**config.mk**
```make
export PLATFORM = sky130hd
export DESIGN_NAME = write_pointer_full
export DESIGN_NICKNAME = d
export VERILOG_FILES = /design/src/rtl/write_pointer_full.sv
export SDC_FILE = /design/constraint.sdc
export NUM_CORES = 1
export LEC_CHECK = 0
export BUFFER_PORTS_ARGS = -buffer_cell sky130_fd_sc_hd__buf_2
export CAP_MARGIN = 30
export CORE_MARGIN = 2
export CORE_UTILIZATION = 46
export DETAILED_ROUTE_END_ITERATION = 10
export GPL_TIMING_DRIVEN = 0
export PLACE_DENSITY_LB_ADDON = 0.08
export SLEW_MARGIN = 20
export SYNTH_ARGS = -nofsm -noshare
export SYNTH_HDL_FRONTEND = slang
export SYNTH_SLANG_ARGS = --single-unit
export TNS_END_PERCENT = 10
```
**constraint.sdc**
```tcl
create_clock -name write_clk -period 2.09 [get_ports write_clk]
set_input_delay 0.3135 -clock write_clk [delete_from_list [all_inputs] [get_ports write_clk]]
set_output_delay 0.3135 -clock write_clk [all_outputs]
set_load 0.05 [all_outputs]
```
**src/rtl/write_pointer_full.sv**
```systemverilog
// Write-domain half of the async FIFO: binary/Gray write pointers, read-pointer
// synchroniser, and registered full / almost-full / level / sticky overflow flags.
`timescale 1ns/1ps
module write_pointer_full #(
   parameter int address_size      = 3,
   parameter int almost_full_level = 6
) (
   input  logic                    write_clk,
   input  logic                    write_reset_n,
   input  logic                    write_increment,
   input  logic [address_size:0]   read_pointer_async,
   output logic [address_size-1:0] write_address,
   output logic [address_size:0]   write_pointer,
   output logic                    write_full,
   output logic                    write_almost_full,
   output logic [address_size:0]   write_level,
   output logic                    write_overflow
);
   localparam int ptr_w = address_size + 1;
   // Full means the write pointer is exactly one lap ahead: top two Gray bits inverted.
   localparam logic [ptr_w-1:0] full_mask = ptr_w'(3) << (address_size - 1);
   localparam logic [ptr_w-1:0] af_level  = ptr_w'(almost_full_level);

   logic [ptr_w-1:0] bin;
   logic [ptr_w-1:0] bin_next;
   logic [ptr_w-1:0] gray_next;
   logic [ptr_w-1:0] rq1;
   logic [ptr_w-1:0] rq2;
   logic [ptr_w-1:0] rq2_bin;
   logic [ptr_w-1:0] level_next;
   logic             inc_ok;
   logic             full_next;

   always_ff @(posedge write_clk or negedge write_reset_n) begin
      if (!write_reset_n) begin
         rq1 <= '0;
         rq2 <= '0;
      end else begin
         rq1 <= read_pointer_async;
         rq2 <= rq1;
      end
   end

   always_comb begin
      rq2_bin    = '0;
      inc_ok     = write_increment & ~write_full;
      bin_next   = bin + ptr_w'(inc_ok);
      gray_next  = (bin_next >> 1) ^ bin_next;
      for (int i = 0; i < ptr_w; i++) begin
         rq2_bin[i] = ^(rq2 >> i);
      end
      level_next = bin_next - rq2_bin;
      full_next  = (gray_next == (rq2 ^ full_mask));
   end

   always_ff @(posedge write_clk or negedge write_reset_n) begin
      if (!write_reset_n) begin
         bin               <= '0;
         write_pointer     <= '0;
         write_full        <= 1'b0;
         write_almost_full <= 1'b0;
         write_level       <= '0;
         write_overflow    <= 1'b0;
      end else begin
         bin               <= bin_next;
         write_pointer     <= gray_next;
         write_full        <= full_next;
         write_almost_full <= (level_next >= af_level);
         write_level       <= level_next;
         write_overflow    <= write_overflow | (write_increment & write_full);
      end
   end

   assign write_address = bin[address_size-1:0];

endmodule
```
==> results.cfg, run 1 <==
[setup_path]
r2r.worst_path.cells = 9
r2r_start = write_full$_DFF_PN0_
crit_arrival_ps = 2260
path_common_cell = ha_4
cp_max_fo = 3
startpoint = write_full$_DFF_PN0_
critPathLaunchType = flop
r2r-end = write_almost_full$_DFF_PN0_
end_kind = flop
cpPeakStageDelay_ps = 430
crit_chain = nor2b_1 > ha_2 > ha_4 > xor2_4 > ha_4 > a21oi_2 > o21ai_1 > xor3_2 > a21o_1
worst_path_max_delay_cell = dfrtp_2
crit_type = flop to flop
r2r_slack_ps = 50
crit_required_ps = 2310

[clock_network]
cts_tree = done
cts_root_buf = clkbuf_4
htreeDepth = 1
clk_path_buf_depth = 2
clkSinkCount = 22
cts.clk_slew.worst_paths_ps = 120
worstSkewPairLatency_ps = 310
cts_buffers = 3

[synthesis]
synthTopCellsByArea = dfrtp_1, ha_1, xor2_1, xnor2_1, xor2_2
synth_area_leader_cell = dfrtp_1
yosysWarnings = 0
yosysTopAreaCellShare = 0.607
ys_types = 19
synth_compound_area_frac = 0.0469
syn_area_um2 = 907
yosys-mux-area-fraction = 0
syn_inst = 65
synth_fa_ha_area_frac = 0.0910
ys_seq_area_frac = 0.607
synth_top_family_by_area = XOR/XNOR gates
synth_xor_area_frac = 0.170
syn_area_per_cell_um2 = 14.0
synth-simple-area-share = 0.0607
synth-seq-cells = 22
syn_nets = 78

[floorplan]
placeableCoreArea_mm2 = 0.00190
chipWidth_um = 48.4
num_rows = 16
ios = 21
initial_core_util = 0.477
dieArea_mm2 = 0.00234
die_h_um = 48.4

[global_route]
antenna_found_initial = 0
use_met3 = 0.0185
grt_usage = 0.140
grt_pass1_vias = 555
grt_max_degree = 23
overflow = 0
top_usage_layer = met2
grt_first_pass_wirelength_um = 2410
met1_usage = 0.172
met2_usage = 0.222

[hold_path]
hold_depth = 1
min_from = read_pointer_async[1]
hold_end = rq1[1]$_DFF_PN0_
min_path_type = input pin to flop

[final_layout]
syn2layout_area_growth_pct = 31.4
antenna_cells = 0
drive_gt1_frac = 0.438
nNetsFinal = 110
final_util = 0.627

[placement]
port_buffers = 20
gp_congestion = 0.715
dpl.hpwl_um = 935

[run]
drv_cap = 0

[sta]
setup_viol = 0
period_share = 0.978
rsz0062_at_grt = true
fin_tns_setup_ps = 0
final.setup_skew_ps = 6.13
slew_viol_final = 0
slew_headroom = 0.686
max_freq_ghz = 0.489
tightestPinTransition_ps = 471
min_period_ps = 2040
finalHoldViolCount = 0

[routing]
via_per_inst = 4.51
routed_wl_um = 1410
drt_iter0_drc = 3
dr_total_vias = 555
wire_per_inst_um = 11.4
dr.pass1.iters = 4
ant_nets = 0
route.detailed.drc = 0

[outcome]
run_status = completed
-- per-stage QoR --
stage               hold slack [ps]  cell area, um2  instances  setup WS [ps]
CTS                            87.3            1170        120           20.8
detailed placement              302            1080        112           -165
finish                         91.5            1190        123           46.1
floorplan                      17.9             948         65           -136
global route                   78.7            1190        123          -63.7
global placement                300            1080        112           -188
-- cell usage in the layout, fill, tap and decap left out, drive strengths merged --
cell / instances
a21o: 2
o21ai: 2
xor2: 8
ha: 5
xnor2: 5
inv: 6
a21oi: 2
a22oi: 1
dlygate4sd3: 1
nor2: 1
dfrtp: 22
or3: 1
nand3: 4
and3: 1
nand2: 1
xor3: 1
clkbuf: 4
nor3b: 1
buf: 26
nor2b: 1
fa: 1
-- worst max-delay path, delay by kind of cell, from the launching register on --
| kind | cells | cell delay, ps |
|---|---|---|
| flip-flops | 1 | 430 |
| adder cells (fa/ha/maj) | 3 | 610 |
| AO/OA/AOI/OAI | 3 | 350 |
| AND/OR/NAND/NOR | 1 | 120 |
| XOR/XNOR | 2 | 430 |
-- layer usage --
metal / up-vias / part of all wire
met5: - / 0
met4: 0 / 0.034
met3: 4 / 0.048
met2: 18 / 0.47
met1: 264 / 0.45
li1: 269 / -
-- how the worst max path moves through the flow --
stage                                              to  slack [ps]
final                     write_almost_full$_DFF_PN0_          50
after global routing      write_almost_full$_DFF_PN0_         -60
after CTS                 write_almost_full$_DFF_PN0_          20
after detailed placement  write_almost_full$_DFF_PN0_        -170
after global placement    write_almost_full$_DFF_PN0_        -190
after floorplan           write_almost_full$_DFF_PN0_        -140
-- synthesized netlist by cell type --
library cell	n
o21ai_0	2
xor2_2	2
xor3_2	1
or3_1	1
xnor2_1	5
nand2_1	1
a21o_1	2
a22oi_1	1
and3_2	1
fa_1	1
inv_1	6
nor2b_1	1
xor2_1	6
a21oi_1	2
nor3b_1	1
nand3_1	4
dfrtp_1	22
ha_1	5
nor2_1	1
-- sequential cells by signal, summed over array words and instances, names as in the netlist --
register           count
write_level            4
write_almost_full      1
bin                    4
rq2                    4
rq1                    4
write_pointer          3
write_full             1
write_overflow         1
-- final cells by class --
cell class,count,area [um2]
Clock buffer,4,36.3
Inverter,6,22.5
Multi-Input combinational cell,37,392
Timing Repair Buffer,27,155
Tap cell,27,33.8
Sequential cell,22,553
Fill cell,162,709
-- what timing repair did --
| item | 4_1_cts | 5_1_grt |
|---|---|---|
| hold endpoints to repair | 22 | 0 |
| pin swaps | 2 | 5 |
| setup buffers | 3 | 3 |
| endpoints found under the setup margin | 4 | 2 |
| hold buffers | 1 | 0 |
| resized for setup | 2 | 1 |
-- logic make-up (layout without fill, tap and decap cells) --
| logic type | count (synthesis) | after routing |
|---|---|---|
| AO/OA/AOI/OAI | 7 | 7 |
| XOR/XNOR | 14 | 14 |
| adder cells (fa/ha/maj) | 6 | 6 |
| buffers and inverters | 6 | 37 |
| flip-flops | 22 | 22 |
| AND/OR/NAND/NOR | 10 | 10 |
Power of run 1 is left out: the tool's default activity adds up to more than one toggle a clock period on the data nets, which glitch-free logic cannot reach.
==> run 2, diff against run 1 <==
--- a/config.mk
+++ b/config.mk
@@ -7,8 +7,10 @@
 export LEC_CHECK = 0
 export BUFFER_PORTS_ARGS = -buffer_cell sky130_fd_sc_hd__buf_2
 export CAP_MARGIN = 30
+export CELL_PAD_IN_SITES_DETAIL_PLACEMENT = 1
+export CELL_PAD_IN_SITES_GLOBAL_PLACEMENT = 2
 export CORE_MARGIN = 2
-export CORE_UTILIZATION = 46
+export CORE_UTILIZATION = 31
 export DETAILED_ROUTE_END_ITERATION = 10
 export GPL_TIMING_DRIVEN = 0
 export PLACE_DENSITY_LB_ADDON = 0.08
==> run 2 against run 1 <==
Critical path depth down 2. Clock skew down 3.1 ps. Final area up 1.7%. First-iteration DRC count rose to 6.7 times the previous value. Cell count up 4.1%. Via count up 3.1%. Die area up 44%. Core utilization down 19 points. Worst hold slack better by 1.4 ps. Critical path type unchanged.
==> results.cfg, run 2 (synthesized netlist as in run 1, its figures left out) <==
[run]
drv_cap = 0

[sta]
max_freq_ghz = 0.490
min_period_ps = 2040
rsz0062_at_grt = true
slew_headroom = 0.679
period_share = 0.977
setup_viol = 0
tightestPinTransition_ps = 482
fin_ws_ps = 47.3
slew_viol_final = 0
hold_ws_ps = 92.9
finalHoldViolCount = 0
final.setup_skew_ps = 2.99

[floorplan]
dieArea_mm2 = 0.00338
placeableCoreArea_mm2 = 0.00276
num_rows = 19
ios = 21
die_h_um = 58.1
chipWidth_um = 58.1
initial_core_util = 0.329

[routing]
dr.pass1.iters = 2
route.detailed.drc = 0
routed_wl_um = 1590
via_per_inst = 4.47
wire_per_inst_um = 12.4
ant_nets = 0
drt_iter0_drc = 20
dr_total_vias = 572

[placement]
place_area_mm2 = 0.00109
pre_cts_slack_ps = -201
dpl.hpwl_um = 1130
gp_congestion = 0.650
port_buffers = 20

[setup_path]
crit_type = flop to flop
crit_required_ps = 2310
critPathLaunchType = flop
cp_max_fo = 3
end_kind = flop
crit_arrival_ps = 2260

[clock_network]
clk_path_buf_depth = 2
cts_root_buf = clkbuf_4
cts_tree = done
htreeDepth = 1
clkSinkCount = 22
cts.clk_slew.worst_paths_ps = 120
worstSkewPairLatency_ps = 310
cts_buffers = 3

[outcome]
run_status = completed

[final_layout]
layout_common_cells = buf_2, dfrtp_1, buf_4
final_common_cell = buf_2
nNetsFinal = 111
drive_gt1_frac = 0.474
final_area_mm2 = 0.00121
syn2layout_area_growth_pct = 33.7
antenna_cells = 0

[global_route]
overflow = 0
grt_max_degree = 23
grt_first_pass_wirelength_um = 2730
grt_usage = 0.114
antenna_found_initial = 0
grt_pass1_vias = 577

[hold_path]
min_path_type = input pin to flop
[run 2: cell types whose count changed in the layout (fill, tap and decap cells not counted), sizes merged]
| cell | delta |
|---|---|
| buf | +1 |
[run 2: timing repair]
item / CTS / global route
hold buffers: 1 / 0
buffers inserted: 5 / 2
hold endpoints to repair: 22 / 0
endpoints found under the setup margin: 4 / 2
gates resized for setup: 3 / 3
pin swaps: 4 / 3
[run 2: path summary, 6_finish.rpt]
kind                            slack [ps]  depth (start not counted)                  start                          end
worst max register to register          50                          7       rq2[2]$_DFF_PN0_  write_almost_full$_DFF_PN0_
worst max-delay path                    50                          7       rq2[2]$_DFF_PN0_  write_almost_full$_DFF_PN0_
worst min register to register         360                          0       rq1[0]$_DFF_PN0_             rq2[0]$_DFF_PN0_
min in group asynchronous              480                          2          write_reset_n             rq2[1]$_DFF_PN0_
max in group asynchronous             1260                          2          write_reset_n             bin[0]$_DFF_PN0_
worst min-delay path                    90                          1  read_pointer_async[3]             rq1[3]$_DFF_PN0_
[run 2: final cells by class]
type	count	area [um2]
fill	306	1550
sequential	22	554
multi-input combinational	37	398
timing repair buffer	28	163
tap	31	38.8
clock buffer	4	36.3
inverter	6	22.5
[run 2: metrics by stage]
stage | cells | util | setup TNS (ps)
after floorplan | 65 | - | -137
after global placement | 116 | 0.394 | -272
after detailed placement | 116 | 0.394 | -306
after CTS | 126 | 0.431 | -1.69
after global routing | 128 | 0.440 | -114
final | 128 | 0.440 | 0
[run 2: critical path, cell delays in order (launching register included)]
cell and delay, ps:
dfrtp_1 460, xnor2_2 230, xor2_2 230, xnor2_1 90, ha_1 230, fa_1 390, xnor2_1 160, a21o_1 180
[run 2: routing by layer]
metal	up-vias	wire (um)	track usage
met4	0	57	0.0897
met5	-	0	0
li1	271	-	-
met3	5	94	0.0290
met1	279	679	0.148
met2	17	761	0.159
Power of run 2 is left out for the same reason.
